## src/rtl/sram_port_arbiter_if.sv

```systemverilog
// Bundle of per-channel request/response lines and the single-port SRAM pins
// shared by the arbiter (slave side) and whatever drives the channels and models the SRAM (master side).
interface sram_port_arbiter_if #(
  parameter int NUM_CH = 2,
  parameter int ADDR_W = 14,
  parameter int DATA_W = 32,
  parameter int BE_W   = DATA_W / 8
);
  logic [NUM_CH-1:0]        ch_req;
  logic [NUM_CH*BE_W-1:0]   ch_we;
  logic [NUM_CH*ADDR_W-1:0] ch_addr;
  logic [NUM_CH*DATA_W-1:0] ch_wdata;
  logic [NUM_CH-1:0]        ch_gnt;
  logic [NUM_CH-1:0]        ch_rvalid;
  logic [DATA_W-1:0]        ch_rdata;
  logic                     sram_cs;
  logic                     sram_oe;
  logic [BE_W-1:0]          sram_web;
  logic [ADDR_W-1:0]        sram_a;
  logic [DATA_W-1:0]        sram_di;
  logic [DATA_W-1:0]        sram_do;

  modport master (
    output ch_req, ch_we, ch_addr, ch_wdata, sram_do,
    input  ch_gnt, ch_rvalid, ch_rdata, sram_cs, sram_oe, sram_web, sram_a, sram_di
  );

  modport slave (
    input  ch_req, ch_we, ch_addr, ch_wdata, sram_do,
    output ch_gnt, ch_rvalid, ch_rdata, sram_cs, sram_oe, sram_web, sram_a, sram_di
  );
endinterface

```

## src/rtl/sram_port_arbiter.sv

```systemverilog
// Arbitrates NUM_CH request channels onto one single-port synchronous SRAM.
// Grant and SRAM drive are combinational; read data returns to the winner one cycle later.
module sram_port_arbiter #(
  parameter int NUM_CH   = 2,
  parameter int ADDR_W   = 14,
  parameter int DATA_W   = 32,
  parameter int BE_W     = DATA_W / 8,
  parameter int ARB_MODE = 0
) (
  input  logic                clk,
  input  logic                rst,
  sram_port_arbiter_if.slave  bus
);
  localparam int PTR_W = $clog2(NUM_CH);

  logic [PTR_W-1:0]  rr_ptr;
  logic [PTR_W-1:0]  win;
  logic [PTR_W-1:0]  cand;
  logic              gnt_any;
  logic [BE_W-1:0]   win_we;
  logic [ADDR_W-1:0] win_addr;
  logic [DATA_W-1:0] win_wdata;
  logic              vld_p1;
  logic [PTR_W-1:0]  rd_ch_p1;

  function automatic logic [NUM_CH-1:0] onehot(input logic [PTR_W-1:0] idx);
    logic [NUM_CH-1:0] v;
    v      = '0;
    v[idx] = 1'b1;
    return v;
  endfunction

  function automatic logic [PTR_W-1:0] wrap_inc(input logic [PTR_W-1:0] p);
    return (int'(p) == NUM_CH - 1) ? '0 : p + 1'b1;
  endfunction

  // Winner search: scan starts at rr_ptr (round-robin) or at 0 (fixed priority).
  always_comb begin
    gnt_any = 1'b0;
    win     = '0;
    cand    = '0;
    for (int k = 0; k < NUM_CH; k++) begin
      if (ARB_MODE == 0) cand = PTR_W'((int'(rr_ptr) + k) % NUM_CH);
      else               cand = PTR_W'(k);
      if (!gnt_any && bus.ch_req[cand]) begin
        gnt_any = 1'b1;
        win     = cand;
      end
    end
    // Reset masks grants so nothing reaches the SRAM or the pending-read stage.
    if (!rst) gnt_any = 1'b0;
  end

  always_comb begin
    win_we    = bus.ch_we[int'(win)*BE_W +: BE_W];
    win_addr  = bus.ch_addr[int'(win)*ADDR_W +: ADDR_W];
    win_wdata = bus.ch_wdata[int'(win)*DATA_W +: DATA_W];
  end

  always_comb begin
    bus.ch_gnt    = gnt_any ? onehot(win) : '0;
    bus.sram_cs   = gnt_any;
    bus.sram_oe   = 1'b1;
    bus.sram_web  = gnt_any ? ~win_we   : '1;
    bus.sram_a    = gnt_any ? win_addr  : '0;
    bus.sram_di   = gnt_any ? win_wdata : '0;
    bus.ch_rvalid = vld_p1 ? onehot(rd_ch_p1) : '0;
    bus.ch_rdata  = vld_p1 ? bus.sram_do : '0;
  end

  // Stage p0 -> p1: remember which channel owns the read data arriving next cycle.
  always_ff @(posedge clk or negedge rst) begin
    if (!rst) begin
      rr_ptr   <= '0;
      vld_p1   <= 1'b0;
      rd_ch_p1 <= '0;
    end else begin
      if (gnt_any) rr_ptr <= wrap_inc(win);
      vld_p1   <= gnt_any && (win_we == '0);
      rd_ch_p1 <= win;
    end
  end
endmodule
```

## src/flat_wrapper.sv

```systemverilog
// flat-port wrapper written by rule: the top's interface ports become plain ports
module sram_port_arbiter_flat 
#(
  parameter int NUM_CH   = 2,
  parameter int ADDR_W   = 14,
  parameter int DATA_W   = 32,
  parameter int BE_W     = DATA_W / 8,
  parameter int ARB_MODE = 0
)
  (clk, rst, bus_ch_req, bus_ch_we, bus_ch_addr, bus_ch_wdata, bus_sram_do, bus_ch_gnt, bus_ch_rvalid, bus_ch_rdata, bus_sram_cs, bus_sram_oe, bus_sram_web, bus_sram_a, bus_sram_di);
  sram_port_arbiter_if #(.NUM_CH(NUM_CH), .ADDR_W(ADDR_W), .DATA_W(DATA_W), .BE_W(BE_W)) bus_i ();
  input  logic clk;
  input  logic rst;
  input wire logic [$bits(bus_i.ch_req)-1:0] bus_ch_req;
  input wire logic [$bits(bus_i.ch_we)-1:0] bus_ch_we;
  input wire logic [$bits(bus_i.ch_addr)-1:0] bus_ch_addr;
  input wire logic [$bits(bus_i.ch_wdata)-1:0] bus_ch_wdata;
  input wire logic [$bits(bus_i.sram_do)-1:0] bus_sram_do;
  output wire logic [$bits(bus_i.ch_gnt)-1:0] bus_ch_gnt;
  output wire logic [$bits(bus_i.ch_rvalid)-1:0] bus_ch_rvalid;
  output wire logic [$bits(bus_i.ch_rdata)-1:0] bus_ch_rdata;
  output wire logic [$bits(bus_i.sram_cs)-1:0] bus_sram_cs;
  output wire logic [$bits(bus_i.sram_oe)-1:0] bus_sram_oe;
  output wire logic [$bits(bus_i.sram_web)-1:0] bus_sram_web;
  output wire logic [$bits(bus_i.sram_a)-1:0] bus_sram_a;
  output wire logic [$bits(bus_i.sram_di)-1:0] bus_sram_di;
  assign bus_i.ch_req = bus_ch_req;
  assign bus_i.ch_we = bus_ch_we;
  assign bus_i.ch_addr = bus_ch_addr;
  assign bus_i.ch_wdata = bus_ch_wdata;
  assign bus_i.sram_do = bus_sram_do;
  assign bus_ch_gnt = bus_i.ch_gnt;
  assign bus_ch_rvalid = bus_i.ch_rvalid;
  assign bus_ch_rdata = bus_i.ch_rdata;
  assign bus_sram_cs = bus_i.sram_cs;
  assign bus_sram_oe = bus_i.sram_oe;
  assign bus_sram_web = bus_i.sram_web;
  assign bus_sram_a = bus_i.sram_a;
  assign bus_sram_di = bus_i.sram_di;
  sram_port_arbiter #(.NUM_CH(NUM_CH), .ADDR_W(ADDR_W), .DATA_W(DATA_W), .BE_W(BE_W), .ARB_MODE(ARB_MODE)) u_core (.clk(clk), .rst(rst), .bus(bus_i));
endmodule
```

## config.mk

```make
export PLATFORM = sky130hd
export DESIGN_NAME = sram_port_arbiter_flat
export DESIGN_NICKNAME = d
export VERILOG_FILES = /design/src/rtl/sram_port_arbiter_if.sv /design/src/rtl/sram_port_arbiter.sv /design/src/flat_wrapper.sv
export SDC_FILE = /design/constraint.sdc
export NUM_CORES = 1
export LEC_CHECK = 0
export ABC_CLOCK_PERIOD_IN_PS = 1600
export CORE_AREA = 2 2 87 89
export DETAILED_ROUTE_END_ITERATION = 16
export DIE_AREA = 0 0 89 91
export PLACE_DENSITY_LB_ADDON = 0.15
export RECOVER_POWER = 25
export SETUP_SLACK_MARGIN = 0.1
export SYNTH_ARGS = -nofsm -noshare
export SYNTH_HDL_FRONTEND = slang
export SYNTH_SLANG_ARGS = --single-unit
export TNS_END_PERCENT = 20
```

## constraint.sdc

```tcl
create_clock -name clk -period 1.6 [get_ports clk]
set_input_delay 0.32 -clock clk [delete_from_list [all_inputs] [get_ports clk]]
set_output_delay 0.32 -clock clk [all_outputs]
set_load 0.1 [all_outputs]
```

==> impl_metrics.ini <==
[run_status]
status = complete, but fails checks
violations = setup timing

[power]
p_leak_uw = 0.00205
ir_worst_vdd_uv = 419
power_uw = 2530
p_per_area_nw_per_um2 = 521

[drt]
drtIter0Drc = 35
drt-total-wl_um = 7900
vias = 2000
firstDrtPassIters = 2
wire_per_inst_um = 17.5
drc_errors = 0
ant_nets = 0
via_per_inst = 4.42

[sta]
layout_min_cycle_time_ps = 1880
timing.setup.tns_ps = -13090
fin_skew_ps = 3.96
finalSetupViolCount = 52
hold_viol = 0
grt_setup_unrepaired = true
setup_ws_ps = -284
max_freq_ghz = 0.531
post-route-period-util_pct = 118
drv_slew = 0

[setup_path]
arrival_ps = 1560
path_max_fanout = 9
critPathKind = reg2out
regToRegSetupSlack_ps = 300
worstPathRequired_ps = 1280
end_kind = output port
reg2regPathDepth = 4
r2r_start = u_core.rr_ptr
start_kind = flip-flop
r2r_end = u_core.vld_p1

[layout]
n_antenna_cell = 0
nNetsFinal = 490
area_delta_synth_final_pct = 392
register_area_um2 = 75.1
fill_cells = 530
multi_input_area_um2 = 1290
final_area_um2 = 4850
drive_gt1_share_pct = 48.4

[die]
rows = 31
die_area_um2 = 8100
io_pins = 224
initial_core_util_pct = 13.8
coreArea_um2 = 7140
die_w_um = 89
die_y_um = 91

[yosys]
yosysUniqueCellTypes = 23
yosysWarningCount = 0
syn_avg_cell_area_um2 = 7.82
yosys_most_used_dff = dfrtp_1
synth_top_area_share_pct = 40.9
yosysTopAreaCell = a22o_1
synth_nets = 262
ys_seq_area_share_pct = 7.61
synth_most_common_cell = a22o_1
ys_ff_latch = 3
netlist_top_cells_count = 46 x a22o_1, 34 x and2_1, 7 x buf_6, 5 x and3_1
synth_area_leaders = a22o_1 41%, and2_1 22%, buf_6 8.0%
async_reset_ff_share_pct = 100
syn_area_um2 = 986
synthCells = 126
synth_edf_count = 0

[grt]
use_met1_pct = 18.7
track_usage_pct = 18.3
busiest_layer = met2
use_met2_pct = 35.6
grt_max_degree = 35
grt_pass1_wl_um = 11400
grt_pass1_vias = 2145
grt-ovfl-total = 0
antenna_found_initial = 0
global_route.usage.met3_pct = 5.00

[clocking]
clock-sinks = 3
insertion_delay_ps = 210
cts_tree = yes
cts_hold_buf = 0
cts_buffers = 3
htreeDepth = 1
cts-root-buf = clkbuf_8
path_clk_slew_ps = 30
cts_buffer_depth = 2

[placed_design]
dpl_cell_area_um2 = 4670
hpwl_um = 6800
port_buffers = 222
gp_congestion = 0.778
pre_cts_ws_ps = -485

[min_path]
hold_class = in2async

[flow_run]
maxCapViolations = 0
[worst max path at each step]
stage                  start                to  cells past startpoint
6_report       u_core.rr_ptr   bus_sram_di[18]                      5
2_1_floorplan  u_core.vld_p1  bus_ch_rdata[11]                      2
5_1_grt        u_core.rr_ptr   bus_sram_di[10]                      5
4_1_cts        u_core.rr_ptr     bus_sram_a[8]                      6
3_3_place_gp   bus_ch_req[0]    bus_sram_di[3]                      5
3_5_place_dp   bus_ch_req[0]    bus_sram_di[1]                      5
[critical path, cell delays in order (launching register included)]
cell and delay (ps):
dfrtp_1 400, nand2b_4 160, and3_4 210, clkbuf_16 180
a22o_4 230, buf_12 160
[stage by stage]
stage / instances / hold WS (ps) / util (%)
after CTS: 452 / 189 / 67.2
after detailed placement: 444 / 572 / 65.4
final: 452 / 202 / 68.0
after floorplan: 126 / 24.4 / -
after global routing: 452 / 224 / 68.0
after global placement: 444 / 556 / 65.4
[logic make-up after synthesis]
logic type	count (synthesis)	synth area share (%)
compound gates	59	50.3
flops	3	7.61
simple gates	45	28.7
other cells	1	0.380
buf+inv	18	13.1
[layout by cell type (no fill, tap or decap), types with 2 or more instances in the layout]
cell type	instances
a21boi_2	2
dfrtp_1	3
and2_1	30
clkbuf_8	3
buf_12	90
a22o_4	46
o21ai_4	4
buf_4	10
buf_16	2
and3_4	6
dlygate4sd2_1	3
clkdlybuf4s50_1	132
and2_0	3
inv_1	2
[timing repair]
action | 4_1_cts | 5_1_grt
cloned | 2 | 1
setup buffers | 2 | 0
resized for setup | 10 | 13
setup endpoints to repair | 85 | 85
pin swaps | 3 | 3
endpoints found under the hold margin | 0 | 0
[sequential cells by signal (all words and copies together), names as in the netlist]
signal	count
u_core.rd_ch_p1	1
u_core.rr_ptr	1
u_core.vld_p1	1
[area by class of cell]
type | instances | share of cell area [%]
Clock buffer | 4 | 0.928
Inverter | 2 | 0.155
Multi-Input combinational cell | 105 | 26.5
Sequential cell | 3 | 1.55
Tap cell | 99 | 2.55
Timing Repair Buffer | 239 | 68.3
[report_power, final]
group          switching [µW]  internal (µW)
clock                    48.3            170
combinational            1230            993
sequential               5.31           82.8
[layer usage]
| metal | vias up | share of wire, % |
|---|---|---|
| met2 | 140 | 55 |
| li1 | 936 | - |
| met5 | - | 0 |
| met1 | 916 | 33 |
| met3 | 8 | 10 |
| met4 | 0 | 1.7 |
Power figures use the tool's default switching activity.
==> RTL change 1 (same flow settings) <==
`ADDR_W` is set to 14 in 3 places; all go to 13.
--- a/src/rtl/sram_port_arbiter_if.sv
+++ b/src/rtl/sram_port_arbiter_if.sv
@@ -4,3 +4,3 @@
   parameter int NUM_CH = 2,
-  parameter int ADDR_W = 14,
+  parameter int ADDR_W = 13,
   parameter int DATA_W = 32,
--- a/src/rtl/sram_port_arbiter.sv
+++ b/src/rtl/sram_port_arbiter.sv
@@ -4,3 +4,3 @@
   parameter int NUM_CH   = 2,
-  parameter int ADDR_W   = 14,
+  parameter int ADDR_W   = 13,
   parameter int DATA_W   = 32,
--- a/src/flat_wrapper.sv
+++ b/src/flat_wrapper.sv
@@ -4,3 +4,3 @@
   parameter int NUM_CH   = 2,
-  parameter int ADDR_W   = 14,
+  parameter int ADDR_W   = 13,
   parameter int DATA_W   = 32,
Ports: changed (resized bus_ch_addr and bus_sram_a); port bits go from 224 to 221. No check against the original RTL was run, so the function may have changed too.
==> RTL change 1 against the unedited design <==
The run still ends with setup timing left; synthesized cell count down 0.79%; area after synthesis grew 0.38%; setup slack worse by 120 ps; clock power barely moved; maximum frequency fell by 5.8%; sequential cell count did not move; wire length rose by 1.6%; design area increased by 4.5%; via count rose by 1.4%; non-clock buffer count up 16; sequential power increased by 0.5%; total power grew 3.0%; largest cell class unchanged.
==> RTL change 1: results (changes against the unedited design) <==
metric,value,unit,change
synthTopCellsByCount,"a22o_1 (45), and2_1 (34), buf_6 (9), and3_1 (5)",,"was a22o_1 (46), and2_1 (34), buf_6 (7), and3_1 (5)"
leakagePower,2.16,nW,was 2.05 nW
fin_hold_ws,240,ps,was 202 ps
nets,503,,was 490
r2r-end,u_core.vld_p1,,unchanged
ff2ff_setup_slack,-350,ps,was 300 ps
setup_viol,53,,was 52
port_buffers,219,,was 222
grt_max_degree,35,,unchanged
synth_nets,259,,was 262
setup_tns,-19190,ps,"was -13,090 ps"
grtUsageTotal,0.186,,was 0.183
numPlacedInstances,442,,was 444
crit_fanout,8,,was 9
irDropWorstVdd,0.000412,V,was 0.000419 V
dr.pass1.iters,2,,unchanged
dp_hpwl,6.54,mm,was 6.80 mm
p_sw_frac,0.498,,was 0.508
synth_area_per_cell,7.92,sq um,was 7.82 sq um
hp-class,input pin to asynchronous set/reset pin,,unchanged
drtIter0Drc,19,,was 35
status,"complete, but fails checks",,unchanged
instances_no_fill,467,,was 452
place_area,4650,sq um,was 4670 sq um
drive_gt1_frac,0.511,,was 0.484
numCtsBuffers,3,,unchanged
finClkSkew,0.741,ps,was 3.96 ps
pre_cts_ws,-495,ps,was -485 ps
violations,setup timing,,unchanged
arrival,1680,ps,was 1560 ps
area_delta_synth_final,413,%,was 392%
fin_ws,-401,ps,was -284 ps
yosysSeqAreaShare,0.0759,,was 0.0761
r2r_cells,12,,was 4
cts_buffer_depth,2,,unchanged
gp_congestion,0.761,,was 0.778
via_count,2028,,"was 2,000"
grt_pass1_wl,11.8,mm,was 11.4 mm
RTL change 1: cell types whose count changed in the layout (fill, tap and decap cells not counted), moves of 3 or more:
cell	unedited run	this run
buf_4	10	16
and2_0	3	0
and2_1	30	33
buf_12	90	93
buf_16	2	5
buf_6	1	4
RTL change 1: power groups by stage:
stage | sequential, mW | clock, mW | combinational, mW
floorplan | 0.0876 | 0 | 1.22
global placement | 0.0901 | 0 | 2.14
detailed placement | 0.0898 | 0 | 2.16
CTS | 0.0884 | 0.223 | 2.29
global route | 0.0892 | 0.233 | 2.37
finish | 0.0886 | 0.218 | 2.30
RTL change 1: what timing repair did:
action                                  CTS  global route
pin swaps                                26            21
gates cloned                              5             1
buffers inserted                         14             1
gates resized for setup                  21             6
endpoints found under the setup margin   52            53
RTL change 1: critical path, stage by stage, from the launching register on:
cell and delay (ps):
dfrtp_1 370, buf_6 130, nand2_4 50, and3_4 190, buf_12 150, clkbuf_16 160, a22o_4 240, buf_12 160
RTL change 1: how the worst max path moves through the flow:
stage,cells after the start,slack (ps),to
2_1_floorplan,2,-70,bus_ch_rdata[11]
3_3_place_gp,6,-490,bus_sram_di[15]
3_5_place_dp,6,-500,bus_sram_di[15]
4_1_cts,6,-390,bus_sram_di[26]
5_1_grt,7,-440,bus_sram_di[8]
6_report,7,-400,bus_sram_di[8]
RTL change 1: layout make-up:
cell class	count	area (sq um)
sequential	3	75.1
tap	99	124
fill	520	2060
timing repair buffer	255	3550
inverter	2	7.51
multi-input combinational	104	1270
clock buffer	4	45.0
RTL change 1: per-layer routing:
metal	part of all wire	GRT usage	vias to the layer above
met1	0.31	0.177	912
met5	0	0	-
met2	0.54	0.359	143
met4	0.013	0.0410	0
met3	0.14	0.0809	8
li1	-	-	965
==> RTL change 2 (same settings) <==
Made on the original files. Make the reset (`rst`) synchronous in one clocked block.
--- a/src/rtl/sram_port_arbiter.sv
+++ b/src/rtl/sram_port_arbiter.sv
@@ -71,3 +71,3 @@
   // Stage p0 -> p1: remember which channel owns the read data arriving next cycle.
-  always_ff @(posedge clk or negedge rst) begin
+  always_ff @(posedge clk) begin
     if (!rst) begin
Check against the original RTL: differs if rst is asserted again (counterexample within 4 cycles, from zero or initial values and one cycle with rst low); with rst held inactive, the same outputs for 10 cycles.
==> RTL change 2 against the unedited design <==
The run still ends with setup timing left; wire length grew 0.49%; non-clock buffer count rose by 8; register-to-register slack improved by 60 ps; sequential cell count unchanged; total power decreased by 6.4%; setup slack improved by 28 ps; design area grew 1.1%; critical path depth up 1; area after synthesis up 3.6%; via count grew 2.5%; global-route usage fell by 0.24 points; critical path type unchanged; largest power group unchanged; highest routed layer unchanged.
==> RTL change 2: results (changes against the unedited design) <==
metric,value,unit,change
setup_tns,-11280,ps,"was -13,090 ps"
synth-compound-area-share,0.479,,was 0.503
synth-async-reset-ratio,0,,was 1.00
dp_hpwl,6.73,mm,was 6.80 mm
setup_viol,52,,unchanged
hp-class,input pin to flop,,was input pin to asynchronous set/reset pin
arrival,1540,ps,was 1560 ps
grt_pass1_wl,11.5,mm,was 11.4 mm
irDropWorstVdd,0.000292,V,was 0.000419 V
yosysSeqAreaShare,0.0588,,was 0.0761
cpMaxStageDelayCell,dfxtp_2,,was dfrtp_1
ff2ff_setup_slack,360,ps,was 300 ps
leakagePower,2.05,nW,about the same
crit_start,u_core.rr_ptr,,unchanged
grtUsageTotal,0.181,,was 0.183
r2r-end,u_core.vld_p1,,unchanged
p_sw_frac,0.500,,was 0.508
status,"complete, but fails checks",,unchanged
ys.flop_type,dfxtp_1,,was dfrtp_1
r2r_cells,5,,was 4
fin_ws,-257,ps,was -284 ps
cp-endpoint,bus_sram_di[0],,was bus_sram_di[18]
via_per_inst,4.38,,was 4.42
violations,setup timing,,unchanged
critPathMaxStageDelay,320,ps,was 400 ps
grt_max_degree,36,,was 35
synth_area_leaders,"a22o_1 (38%), and2_1 (20%), buf_6 (9.9%)",,"was a22o_1 (41%), and2_1 (22%), buf_6 (8.0%)"
wire_per_inst,17.0,microns,was 17.5 microns
finClkSkew,3.20,ps,was 3.96 ps
[RTL change 2: changes by cell type after synthesis, sizes merged, moves of 3 or more]
cell    delta
a21boi     -3
a21o       +4
a21oi      +3
and3       -6
dfrtp      -3
dfxtp      +3
nand3      +6
nor3       +4
o21ai      +3
[RTL change 2: area by class of cell]
class,instances,area (sq um)
Clock buffer,4,45.0
Fill cell,548,2230
Inverter,3,17.5
Multi-Input combinational cell,112,1260
Sequential cell,3,61.3
Tap cell,99,124
Timing Repair Buffer,247,3400
[RTL change 2: repair_timing]
| item | CTS | global route |
|---|---|---|
| pin swaps | 15 | 3 |
| setup buffers | 4 | 0 |
| resized for setup | 30 | 4 |
| endpoints found under the hold margin | 0 | 0 |
| gates cloned | 3 | 0 |
| setup endpoints to repair | 57 | 54 |
[RTL change 2: per-layer routing]
layer,up-vias,wire (microns),global-route usage
met5,-,0,0
met4,0,106,0.0299
met3,8,930,0.0682
met2,126,4510,0.367
met1,940,2400,0.166
li1,975,-,-
